<file path="src/rtl/snn_pkg.sv">
// snn_pkg: shared FSM states, default sizing and class index type for the SNN output decoder
package snn_pkg;
  typedef enum logic [1:0] {IDLE, ACCUM, SCAN, DONE} state_t;
  localparam int N_OUT_DEF = 10;
  localparam int T_STEPS_DEF = 16;
  localparam int CNT_W_DEF = 8;
  typedef logic [$clog2(N_OUT_DEF)-1:0] cls_t;
endpackage

</file>
<file path="src/rtl/sat_counter.sv">
// sat_counter: W-bit up counter with synchronous clear that sticks at all-ones
module sat_counter #(
  parameter int W = 8
) (
  input  logic         clk,
  input  logic         reset,
  input  logic         clr,
  input  logic         inc,
  output logic [W-1:0] q
);
  always_ff @(posedge clk)
    if (reset || clr) q <= '0;
    else if (inc && q != '1) q <= q + 1'b1;
endmodule

</file>
<file path="src/rtl/spike_rate_decoder.sv">
// spike_rate_decoder: counts output spikes over a fixed window, then scans for the argmax class
module spike_rate_decoder
  import snn_pkg::*;
#(
  parameter int N_OUT = N_OUT_DEF,
  parameter int T_STEPS = T_STEPS_DEF,
  parameter int CNT_W = CNT_W_DEF,
  localparam int CLS_W = $clog2(N_OUT)
) (
  input  logic             clk,
  input  logic             reset,
  input  logic             start_en,
  input  logic             spike_valid,
  input  logic [N_OUT-1:0] spike_in,
  output logic             busy,
  output logic             done,
  output logic [CLS_W-1:0] class_out,
  output logic [CNT_W-1:0] max_count
);
  localparam int SW = $clog2(T_STEPS + 1);
  localparam logic [SW-1:0] LAST_STEP = SW'(T_STEPS - 1);
  localparam logic [CLS_W-1:0] LAST_IDX = CLS_W'(N_OUT - 1);
  state_t state;
  logic [SW-1:0] stp;
  logic [CLS_W-1:0] idx, best_idx, nxt_idx;
  logic [CNT_W-1:0] best_cnt, nxt_cnt, cand;
  logic [CNT_W-1:0] counts [N_OUT];
  logic clr, upd;
  assign clr = state == IDLE && start_en;
  for (genvar g = 0; g < N_OUT; g++) begin : g_cnt
    sat_counter #(.W(CNT_W)) u_cnt (
      .clk(clk),
      .reset(reset),
      .clr(clr),
      .inc(state == ACCUM && spike_valid && spike_in[g]),
      .q(counts[g])
    );
  end
  // strict compare keeps the earliest index on ties
  always_comb begin
    cand = counts[idx];
    upd = cand > best_cnt;
    nxt_idx = upd ? idx : best_idx;
    nxt_cnt = upd ? cand : best_cnt;
  end
  always_ff @(posedge clk)
    if (reset) begin
      state <= IDLE;
      stp <= '0;
      idx <= '0;
      best_idx <= '0;
      best_cnt <= '0;
      busy <= 1'b0;
      done <= 1'b0;
      class_out <= '0;
      max_count <= '0;
    end else begin
      done <= 1'b0;
      case (state)
        IDLE: if (start_en) begin
          stp <= '0;
          busy <= 1'b1;
          state <= ACCUM;
        end
        ACCUM: if (spike_valid) begin
          stp <= stp + 1'b1;
          if (stp == LAST_STEP) begin
            idx <= '0;
            best_idx <= '0;
            best_cnt <= '0;
            state <= SCAN;
          end
        end
        SCAN: begin
          best_idx <= nxt_idx;
          best_cnt <= nxt_cnt;
          idx <= idx + 1'b1;
          if (idx == LAST_IDX) begin
            class_out <= nxt_idx;
            max_count <= nxt_cnt;
            busy <= 1'b0;
            done <= 1'b1;
            state <= DONE;
          end
        end
        DONE: state <= IDLE;
        default: state <= IDLE;
      endcase
    end
endmodule
</file>
<file path="config.mk">
export PLATFORM = sky130hd
export DESIGN_NAME = spike_rate_decoder
export DESIGN_NICKNAME = d
export VERILOG_FILES = /design/src/rtl/snn_pkg.sv /design/src/rtl/sat_counter.sv /design/src/rtl/spike_rate_decoder.sv
export SDC_FILE = /design/constraint.sdc
export NUM_CORES = 1
export LEC_CHECK = 0
export BUFFER_PORTS_ARGS = -buffer_cell sky130_fd_sc_hd__buf_2
export CAP_MARGIN = 20
export CORE_MARGIN = 10
export CORE_UTILIZATION = 50
export CTS_CLUSTER_DIAMETER = 100
export DETAILED_ROUTE_END_ITERATION = 8
export PLACE_DENSITY_LB_ADDON = 0.1
export SLEW_MARGIN = 20
export SYNTH_ARGS = -nofsm -noshare
export SYNTH_HDL_FRONTEND = slang
export SYNTH_SLANG_ARGS = --single-unit
export TNS_END_PERCENT = 5
</file>
<file path="constraint.sdc">
create_clock -name clk -period 3.9 [get_ports clk]
set_input_delay 0.585 -clock clk [delete_from_list [all_inputs] [get_ports clk]]
set_output_delay 0.585 -clock clk [all_outputs]
set_load 0.05 [all_outputs]
</file>
==> Word level (Yosys, flattened, before mapping) <==
Cells that the tools add are included.
{ "op_classes": {"add_sub_neg": 12, "mul": 0, "div": 0, "order_cmp": 2, "eq_ne": 19, "shift": 0, "muxes": 24, "bitwise_logic": 2, "reduce_logical": 33} }
{ "op_table": {"columns": ["cell", "n"], "rows": [
  ["$add A8 B1 Y8 const B", 10],
  ["$ne A8 B8 Y1 const B", 10],
  ["$mux W8", 5],
  ["$bmux W8 S4", 1],
  ["$logic_and A1 B1 Y1", 22],
  ["$pmux W4 S2", 2],
  ["$pmux W8 S2", 1],
  ["$mux W4", 3],
  ["$mux W5", 2],
  ["$pmux W5 S2", 1],
  ["$reduce_and A3 Y1", 3],
  ["$gt A8 B8 Y1", 1],
  ["$mux W2", 4],
  ["$pmux W2 S4", 1],
  ["$ne A2 B2 Y1 const B", 3],
  ["$reduce_bool A2 Y1", 3],
  ["$add A5 B1 Y5 const B", 1],
  ["$eq A5 B4 Y1 const B", 1],
  ["$ge A5 B5 Y1 const B", 1],
  ["$not A4 Y5", 1],
  ["$add A4 B1 Y4 const B", 1],
  ["$eq A2 B2 Y1 const B", 2],
  ["$eq A4 B4 Y1 const B", 1],
  ["$reduce_and A4 Y1", 1],
  ["other kinds (9)", 11]
]} }
{ "totals": {"register_bits": 117, "latchBits": 0, "ram_bits": 0, "mem_bits_ro": 0, "in_bits": 14, "output_inout_bits": 14, "elab_cells": 111, "mem_count": 0} }

==> Longest topological paths before layout <==
Gate-level depths: netlist (run 1).
{ "logic_depth": {"ltp_word": 7, "depth_mapped": 14, "ltp_nobuf": 10} }

==> By module <==
From an unflattened synthesis (run 1), not the netlist that was laid out.
{ "unflattened": {"cells_unflattened": 767, "hier_area_um2": 6867.8} }
{ "by_module_without_submodules": {"columns": ["mod", "instances", "cells_per_inst", "area_each_um2", "seq_area_each_um2"], "rows": [
  ["sat_counter", 10, 48, 421.7, 160.2],
  ["spike_rate_decoder", 1, 287, 2651.3, 740.7]
]} }

==> Worst setup path before layout (run 1) <==
No wires, ideal clock.
{ "synth_path": {"path_kind": "reg-to-reg", "from": "reg idx[0]", "to": "reg best_idx[1]", "setup_ps": 89, "arrival_time_ps": 2754, "t_required_ps": 3811, "slack_ps": 1057, "stages_incl_launch_ff": 14, "synth_period_minus_slack_ps": 2843, "cell_sequence": "dfxtp_1 -> buf_6 -> buf_2 -> mux2i_1 -> o22ai_1 -> o31ai_1 -> inv_1 -> ha_1 -> nor2b_4 -> o211ai_2 -> a21oi_1 -> o41a_4 -> buf_6 -> o32ai_4"} }
{ "synth_via": {"elab_chain_cells": 7} }
{ "synth_rtl": {"columns": ["item", "line", "source"], "rows": [
  ["start: declaration", "spike_rate_decoder.sv:25", "logic [CLS_W-1:0] idx, best_idx, nxt_idx;"],
  ["start signal: assignment", "spike_rate_decoder.sv:77", "idx <= idx + 1'b1;"],
  ["$not A4 Y5 (implied by the code)", "spike_rate_decoder.sv:41", "cand = counts[idx];"],
  ["$bmux W8 S4", "spike_rate_decoder.sv:41", null],
  ["$mux W8 (implied by the code) (2 in a row)", "spike_rate_decoder.sv:41", null],
  ["$gt A8 B8 Y1", "spike_rate_decoder.sv:42", "upd = cand > best_cnt;"],
  ["$mux W4", "spike_rate_decoder.sv:43", "nxt_idx = upd ? idx : best_idx;"],
  ["$pmux W4 S2", "spike_rate_decoder.sv:59", "case (state)"],
  ["end signal: assignment", "spike_rate_decoder.sv:75", "best_idx <= nxt_idx;"],
  ["end: declaration", "spike_rate_decoder.sv:25", null]
]} }
Every way passes these cells. The select of a mux whose other input is x is not followed.
A chain may end at the register's enable or synchronous reset.

==> Final worst setup path (run 1) <==
{ "layout_path": {"from": "reg idx[1]", "to": "reg best_idx[0]"} }
Same word-level chain as after synthesis.

==> results of run 1 <==
-- kinds of logic after synthesis --
group,after synthesis,share of synthesized area
DFF,117,0.365
adders and majority gates,25,0.0487
and+or+nand+nor,269,0.207
buffers and inverters,57,0.0471
xor gates and xnor gates,62,0.0846
muxes,54,0.0846
AOI/OAI and AO/OA,111,0.164
-- path summary, 6_finish.rpt --
kind / to / depth (start not counted)
max: best_idx[0] / 10
max reg2reg: best_idx[0] / 10
min: best_cnt[7] / 2
min reg2reg: best_cnt[7] / 2
-- timing repair --
action                     4_1_cts  5_1_grt
setup endpoints to repair        0        1
resized for setup                0        1
setup buffers                    0        0
hold buffers                     0        0
-- cell type report --
cell class | instances | area [µm²] | share of cell area
Clock inverter | 9 | 148 | 0.0203
Inverter | 23 | 86.3 | 0.0119
Multi-Input combinational cell | 521 | 3780 | 0.520
Sequential cell | 117 | 2340 | 0.322
Clock buffer | 23 | 488 | 0.0671
Timing Repair Buffer | 35 | 208 | 0.0286
Tap cell | 172 | 215 | 0.0296
-- power by group through the flow --
stage                     Clock, W  Sequential (W)  Combinational (W)
after detailed placement         0         0.00128           0.000530
final                      0.00167         0.00126           0.000529
after global routing       0.00176         0.00126           0.000583
after CTS                  0.00170         0.00126           0.000534
after floorplan                  0         0.00128           0.000435
after global placement           0         0.00128           0.000517
-- critical path, stage by stage, from the launching register on --
cell	delay, ps
dfxtp_2	610
nand2b_1	320
o22ai_1	170
o31ai_1	460
inv_1	90
ha_1	320
nand4_1	120
or2_1	380
o21ai_2	240
a211oi_4	540
o2bb2ai_1	180
-- per-layer routing --
metal  track usage  part of all wire  routed length (µm)
met5             0                 0                   0
met4        0.0780             0.025                 365
met3        0.0492             0.043                 634
met2         0.255              0.45                6630
met1         0.216              0.48                7110
-- per-stage QoR --
step | setup WS, ps | std cells | util | hold slack, ps
floorplan | 1060 | 695 | - | 443
global placement | 491 | 868 | 0.526 | 456
detailed placement | 441 | 868 | 0.526 | 455
CTS | 399 | 900 | 0.576 | 465
global route | 116 | 900 | 0.576 | 487
finish | 401 | 900 | 0.576 | 462
-- registers in the layout, summed over array words and instances, names as in the netlist --
| register | count |
|---|---|
| g_cnt.u_cnt.q | 80 |
| best_cnt | 8 |
| max_count | 8 |
| stp | 5 |
| best_idx | 4 |
| class_out | 4 |
| idx | 4 |
| state | 2 |
| busy | 1 |
| done | 1 |
-- synth_stat cells, drive strengths merged (2+ instances only) --
cell type	instances	area, µm²
or2	3	18.8
xor2	25	219
a41oi	5	115
inv	23	86.3
o2111ai	6	52.6
o211ai	15	138
nand2b	14	87.6
o21ai	12	63.8
nand4	13	81.3
o31a	6	60.1
and4	8	75.1
a311oi	4	41.3
xnor2	37	324
nor2	106	398
nor4	9	62.6
buf	21	168
ha	25	313
a211o	2	17.5
and2	2	12.5
a21oi	15	75.1
mux2	2	22.5
dfxtp	117	2340
o221ai	9	123
clkbuf	13	48.8
nor2b	3	26.3
o22ai	8	50.1
and3	3	18.8
a21o	2	22.5
o31ai	2	20.0
o32ai	3	45.1
mux2i	52	521
nand2	36	138
o2bb2ai	9	78.8
a31oi	4	25.0
nand3	39	213
nor3	22	121
a211oi	3	35.0
or3	8	50.1
==> metrics, run 1 <==
status=complete, no violations; max_cap viols=0; Die Y=133 µm; area post-placement=6630 µm²; Max Transition Viols Final=0; fillcell total=1,150; All-Layer GR Usage=0.168; most common cell after layout, fill and taps aside=dfxtp_1; antenna-violating nets left=0; Die Footprint=17,800 µm²; async set or reset register ratio after synthesis=0; syn_area_per_cell=9.24 µm²; leading cell types in the layout, fill and taps excluded=116 x dfxtp_1, 106 x nor2_1, 52 x mux2i_1; largest net degree at the start of global routing=68; DRT Pass-1 Iters=5; Tmin final=3500 ps; power share of the combinational group=0.153; part of the power in registers=0.363; crit path DAT=3840 ps; routability cong.=0.870; register area share after synthesis=0.365; Max VDD drop=0.284 mV; total gr overflow=0; CP Max Fanout=17; Post-Route Skew=16.6 ps; RSZ-0062 raised after global routing=false; # IOs=28; Die Width=133 µm; Synth cell types=66; r2r setup slk=400 ps; clock sink count=117; Worst-Skew Late Latency=420 ps; Routed WL=14,700 µm; Psw=0.000925 W; Leak=2.39 nW; first-pass GRT wire length=24,300 µm; Synth Register Bits=117; Final Hold Violating Endpoints=0; Core ar.=12,600 µm²; clock slew at reported path FFs=50 ps; Post-Syn Area=6420 µm²; Port Buf Inserts=27; H-tree depth=4; DR vias/cell=5.64; fmax=0.286 GHz; Mapped Cells=695; switching share of power=0.267; Worst slew margin=0.505; Nets=754; initial antenna violation count=0; DRC=0; Hold/Removal Path Class=reg2reg; Starting Density=0.509; Syn. warnings=0; CP endpoint kind=register; vias in the first global route=4,813; Power Dens Cells=476 nW/µm²; Syn-to-layout area delta=13.2%; Worst Setup SP=idx[1]; Hold Startpoint=best_cnt[7]; Cell Rows=41; Worst Tran Pin Value=740 ps; r2r startpoint=idx[1]; CTS max path bufs=2; share of cells above drive strength 1=0.154; DR WL/cell=16.4 µm; Setup TNS=0 ps; Finished Cell Area=7270 µm²; CP startpoint kind=register; worst path required time=4240 ps; Setup violations, final=0; HPWL after DPL=10,600 µm; clock share of power=0.484; Tot Pwr=0.00346 W; fin crit share=0.897; cts bufs inserted=17; synthesized net count=734; root buffer cell=clkbuf_16; EDFF count, synth=0; ANT cells=0; via count=5,074; Int Power=0.00253 W; Primary FF master, synth=dfxtp_1; crit path kind=reg2reg; DRT iter0 DRCs=355; CTS tree=done
Note: power is estimated with default switching activity, not from simulation.
==> inputs of run 2 (changes only) <==
- ABC_AREA: default -> 1
==> metrics, run 2 <==
status=complete, no violations; r2r startpoint=idx[1]; Cell Rows=42; largest net degree at the start of global routing=57; CP Max Fanout=17; Core ar.=13,200 µm²; antenna-violating nets left=0; syn_area_per_cell=6.66 µm²; Primary FF master, synth=dfxtp_1; r2r setup slk=1000 ps; Starting Density=0.511; post-synth top area share=0.346; vias in the first global route=5,453; Die Footprint=18,600 µm²; DP Worst Slack=1020 ps; Nets=1,068; initial antenna violation count=0; Reg2Reg Depth=18; Max VDD drop=0.401 mV; total gr overflow=0; area post-placement=6900 µm²; Die Y=136 µm; CTS Hold Bufs=0; slowest stage cell, crit path=dfxtp_1; synth cell count leaders=268 x nand2_1, 161 x inv_1, 117 x dfxtp_1, 94 x a21oi_1, 84 x nand3_1; worst path required time=4220 ps; Min-Delay Path Depth=2; fin crit share=0.744; Worst-Skew Late Latency=430 ps; Setup TNS=0 ps; Tmin final=2900 ps; Final Hold Violating Endpoints=0; leading cell types in the layout, fill and taps excluded=268 x nand2_1, 161 x inv_1, 117 x dfxtp_1; CTS max path bufs=2; most common cell after layout, fill and taps aside=nand2_1; DRT Pass-1 Iters=6; DRC=0; Hold/Removal Path Class=reg2reg; most common cell in the netlist=nand2_1; root buffer cell=clkbuf_16; HPWL after DPL=11,600 µm; fmax=0.345 GHz; crit path DAT=3220 ps; cts bufs inserted=17; # IOs=28; CP Buf/Inv Count=3; Largest Register=g_cnt.u_cnt.q; max_cap viols=0; crit path kind=reg2reg; DRT iter0 DRCs=426; Die Width=136 µm; post-synth top area cell=dfxtp_1; DR vias/cell=5.08; Syn-to-layout area delta=11.5%; Post-CTS Setup Inserts=0; Finished Cell Area=7550 µm²; Synth Register Bits=117; async set or reset register ratio after synthesis=0; All-Layer GR Usage=0.181; Setup WS post-layout=998 ps; Max Transition Viols Final=0; Post-Syn Area=6770 µm²; Worst slew margin=0.339; CP endpoint kind=register; synthesized net count=1,056; routability cong.=0.870; peak per-stage delay on the critical path=640 ps; Mapped Cells=1,017; worst flop-to-flop path endpoint=max_count[4]; ANT cells=0; final std cells w/o fill=1,218; Hold Slack=467 ps; CP startpoint kind=register; first-pass GRT wire length=27,100 µm; Syn. warnings=0; Largest register FFs=80; CTS resizes=0; crit-path cells=inv_2 > nand3_1 > nand3_1 > nand3_1 > nand2_1 > ha_1 > nand2_1 > nand2_1 > nand2_1 > nand2_1 > nand2_1 > nand2_1 > nand2_2 > inv_1 > nand2_1 > nand2_1 > o21ai_1 > inv_1; EDFF count, synth=0; Synth cell types=37; Worst Tran Pin Value=988 ps; CTS tree=done; Placed Cells=1,186; DR WL/cell=13.4 µm; synth top area cells=dfxtp_1 35%, nand2_1 15%, inv_1 8.9%; Top delay family on crit path=simple AND/OR/NAND/NOR gates; via count=6,182; H-tree depth=4; Hold Path Sink=busy; Setup violations, final=0; Routed WL=16,400 µm; clock slew at reported path FFs=50 ps; Hold Startpoint=busy; fillcell total=1,285; RSZ-0062 raised after global routing=false; Power Dens Cells=547 nW/µm²; biggest registers after layout=g_cnt.u_cnt.q: 80 flops, best_cnt: 8 flops, max_count: 8 flops; Port Buf Inserts=27; Crit path top cell by count=nand2_1; register area share after synthesis=0.346; share of cells above drive strength 1=0.0921; Leak=3.24 nW; Post-Route Skew=8.57 ps; clock sink count=117
## run 2: worst register-to-register path: cells and delay by family (launching register included)
family | cells | cell delay (ps)
DFF | 1 | 640
buffers and inverters | 3 | 530
AOI/OAI and AO/OA | 1 | 130
and+or+nand+nor | 13 | 1200
adders and majority gates | 1 | 300
## run 2: stage by stage
| stage | total power, W | utilization |
|---|---|---|
| floorplan | 0.00225 | - |
| global placement | 0.00242 | 0.521 |
| detailed placement | 0.00243 | 0.521 |
| CTS | 0.00416 | 0.570 |
| global route | 0.00438 | 0.570 |
| finish | 0.00413 | 0.570 |
## run 2: layout make-up
class	instances	area, µm²	area share
well taps	176	220	0.0292
clock inverters	8	143	0.0189
multi-input cells	690	3530	0.467
clock buffers	24	512	0.0678
inverters	173	649	0.0860
repair buffers	30	158	0.0209
flip-flops and latches	117	2340	0.310
## run 2: routing by layer
metal	track usage	up-vias	part of all wire
li1	-	3280	-
met1	0.244	2758	0.49
met2	0.276	126	0.45
met3	0.0461	18	0.042
met4	0.0580	0	0.011
met5	0	-	0
## run 2: power breakdown
group | switching [W] | total (W) | internal [W]
Clock | 0.000562 | 0.00173 | 0.00117
Combinational | 0.000820 | 0.00112 | 0.000302
Sequential | 0.0000342 | 0.00128 | 0.00124
## run 2: worst max-delay path by stage
stage              endpoint  cells after the start  slack [ps]   start
3_3_place_gp   max_count[3]                     17        1040  idx[0]
3_5_place_dp   max_count[3]                     16        1020  idx[1]
4_1_cts        max_count[2]                     16        1010  idx[1]
5_1_grt        max_count[6]                     16         630  idx[0]
6_report       max_count[4]                     18        1000  idx[1]
2_1_floorplan  class_out[3]                     17        1710  idx[0]
## run 2: logic make-up (layout without fill, tap and decap cells)
| kind of cell | count (synthesis) | after routing | synth area share |
|---|---|---|---|
| AND/OR/NAND/NOR | 459 | 459 | 0.305 |
| buffers and inverters | 210 | 235 | 0.134 |
| AO/OA/AOI/OAI | 185 | 185 | 0.143 |
| flip-flops | 117 | 117 | 0.346 |
| adder cells (fa/ha/maj) | 25 | 25 | 0.0462 |
| XOR/XNOR | 21 | 21 | 0.0272 |
==> inputs of run 3 (changes only) <==
- clock period: 3.9 -> 2.3 ns (I/O delays scaled with it)
==> metrics, run 3 (same netlist as run 2, synthesis figures left out) <==
Post-Route Skew=7.10 ps; Worst Tran Pin Value=403 ps; met1 usage=0.242; Largest Register=g_cnt.u_cnt.q; Placed Cells=1,217; # IOs=28; Die Footprint=18,600 µm²; Reg2Reg Depth=17; RSZ-0062 raised after global routing=true; Cell Rows=42; All-Layer GR Usage=0.184; Largest register FFs=80; DR WL/cell=13.2 µm; Starting Density=0.511; CP startpoint kind=register; Syn-to-layout area delta=20.7%; fmax=0.423 GHz; Hold/Removal Path Class=in2reg; CP Max Fanout=8; Worst Setup SP=idx[0]; failing checks=negative setup slack; Worst slew margin=0.731; final std cells w/o fill=1,257; worst path required time=2650 ps; most common cell after layout, fill and taps aside=nand2_1; biggest registers after layout=g_cnt.u_cnt.q: 80 flops, best_cnt: 8 flops, max_count: 8 flops; Die Width=136 µm; Finished Core Util=0.618; crit path kind=reg2reg; H-tree depth=4; initial antenna violation count=0; Crit path top cell by count=nand2_1; crit-path cells=buf_12 > clkbuf_16 > nand2_1 > nand3_1 > nand3_1 > nand3_1 > nand2_2 > ha_4 > nand2_2 > nor2_2 > nand4_1 > nand2_4 > buf_6 > nand2_1 > nand2_1 > nand2_1 > a21oi_2; antenna-violating nets left=0; clock slew at reported path FFs=50 ps; Hold Startpoint=reset; ANT cells=0; Min-Delay Path Depth=4; total gr overflow=0; Routed WL=16,600 µm; Final Hold Violating Endpoints=0; HPWL after DPL=11,700 µm; Setup violations, final=24; Tmin final=2370 ps; root buffer cell=clkbuf_16; fin crit share=1.03; max_cap viols=0; Setup WS post-layout=-66.8 ps; first-pass GRT wire length=27,500 µm; peak per-stage delay on the critical path=400 ps; DRT iter0 DRCs=348; DRT Pass-1 Iters=5; Die Y=136 µm; CTS Hold Bufs=0; DRC=0; Core ar.=13,200 µm²; r2r startpoint=idx[0]; fillcell total=1,267; DR vias/cell=5.05; leading cell types in the layout, fill and taps excluded=252 x nand2_1, 160 x inv_1, 116 x dfxtp_1; Max VDD drop=0.557 mV; clock sink count=117; Setup TNS=-875 ps; largest net degree at the start of global routing=33; share of cells above drive strength 1=0.164; cts bufs inserted=17; Port Buf Inserts=27; Worst-Skew Late Latency=420 ps; routability cong.=0.845; busiest grt layer=met2; via count=6,353; GR met2 Demand/Resource=0.284; Power Dens Cells=975 nW/µm²; Leak=3.51 nW; Max Transition Viols Final=0; Nets=1,107; CP endpoint kind=register; status=complete, but fails checks; vias in the first global route=5,764; slowest stage cell, crit path=dfxtp_4; CTS tree=done; CTS max path bufs=2; crit path DAT=2720 ps; met3 usage=0.0417
## run 3: cell count changes in the layout (fill, tap and decap cells not counted), sizes merged
| cell | previous run | this run |
|---|---|---|
| bufinv | 4 | 5 |
| buf | 30 | 68 |
| clkinv | 4 | 3 |
| clkbuf | 24 | 25 |
## run 3: worst paths after layout
path,end,slack (ps)
max,best_cnt[7],-70
min,state[1],250
max reg2reg,best_cnt[7],-70
min reg2reg,busy,450
## run 3: critical path, delay by kind of cell (launching register included)
kind	cells	cell delay, ps
AOI/OAI and AO/OA	1	120
adders and majority gates	1	270
buffers and inverters	3	400
DFF	1	400
and+or+nand+nor	12	1100
## run 3: per-layer routing
layer / routed length (µm) / vias to the layer above / share of wire
li1: - / 3364 / -
met1: 8000 / 2840 / 0.48
met3: 802 / 26 / 0.048
met2: 7520 / 123 / 0.45
met5: 0 / - / 0
met4: 300 / 0 / 0.018
## run 3: per-stage QoR
| step | setup WS, ps | cell area (µm²) | total power (W) | hold WS [ps] |
|---|---|---|---|---|
| 2_1_floorplan | 109 | 6770 | 0.00381 | 434 |
| 3_3_place_gp | -122 | 7180 | 0.00437 | 452 |
| 3_5_place_dp | -138 | 7180 | 0.00437 | 452 |
| 4_1_cts | -90.2 | 7930 | 0.00755 | 235 |
| 5_1_grt | -242 | 8180 | 0.00847 | 274 |
| 6_report | -66.8 | 8180 | 0.00797 | 249 |
## run 3: report_power, final
part | switching (W) | internal (W)
clock | 0.000926 | 0.00206
combinational | 0.00171 | 0.00110
sequential | 0.0000667 | 0.00211
total | 0.00270 | 0.00528
## run 3: area by class of cell
| cell class | instances | area (µm²) | share of cell area |
|---|---|---|---|
| inverters | 173 | 657 | 0.0803 |
| multi-input cells | 690 | 3700 | 0.453 |
| well taps | 176 | 220 | 0.0269 |
| repair buffers | 69 | 582 | 0.0711 |
| flip-flops and latches | 117 | 2350 | 0.287 |
| clock buffers | 24 | 502 | 0.0614 |
| clock inverters | 8 | 168 | 0.0205 |
## run 3: timing repair
| action | 4_1_cts | 5_1_grt |
|---|---|---|
| pin swaps | 0 | 14 |
| buffers inserted | 0 | 4 |
| endpoints found under the setup margin | 24 | 24 |
| cloned | 2 | 2 |
| resized for setup | 11 | 52 |
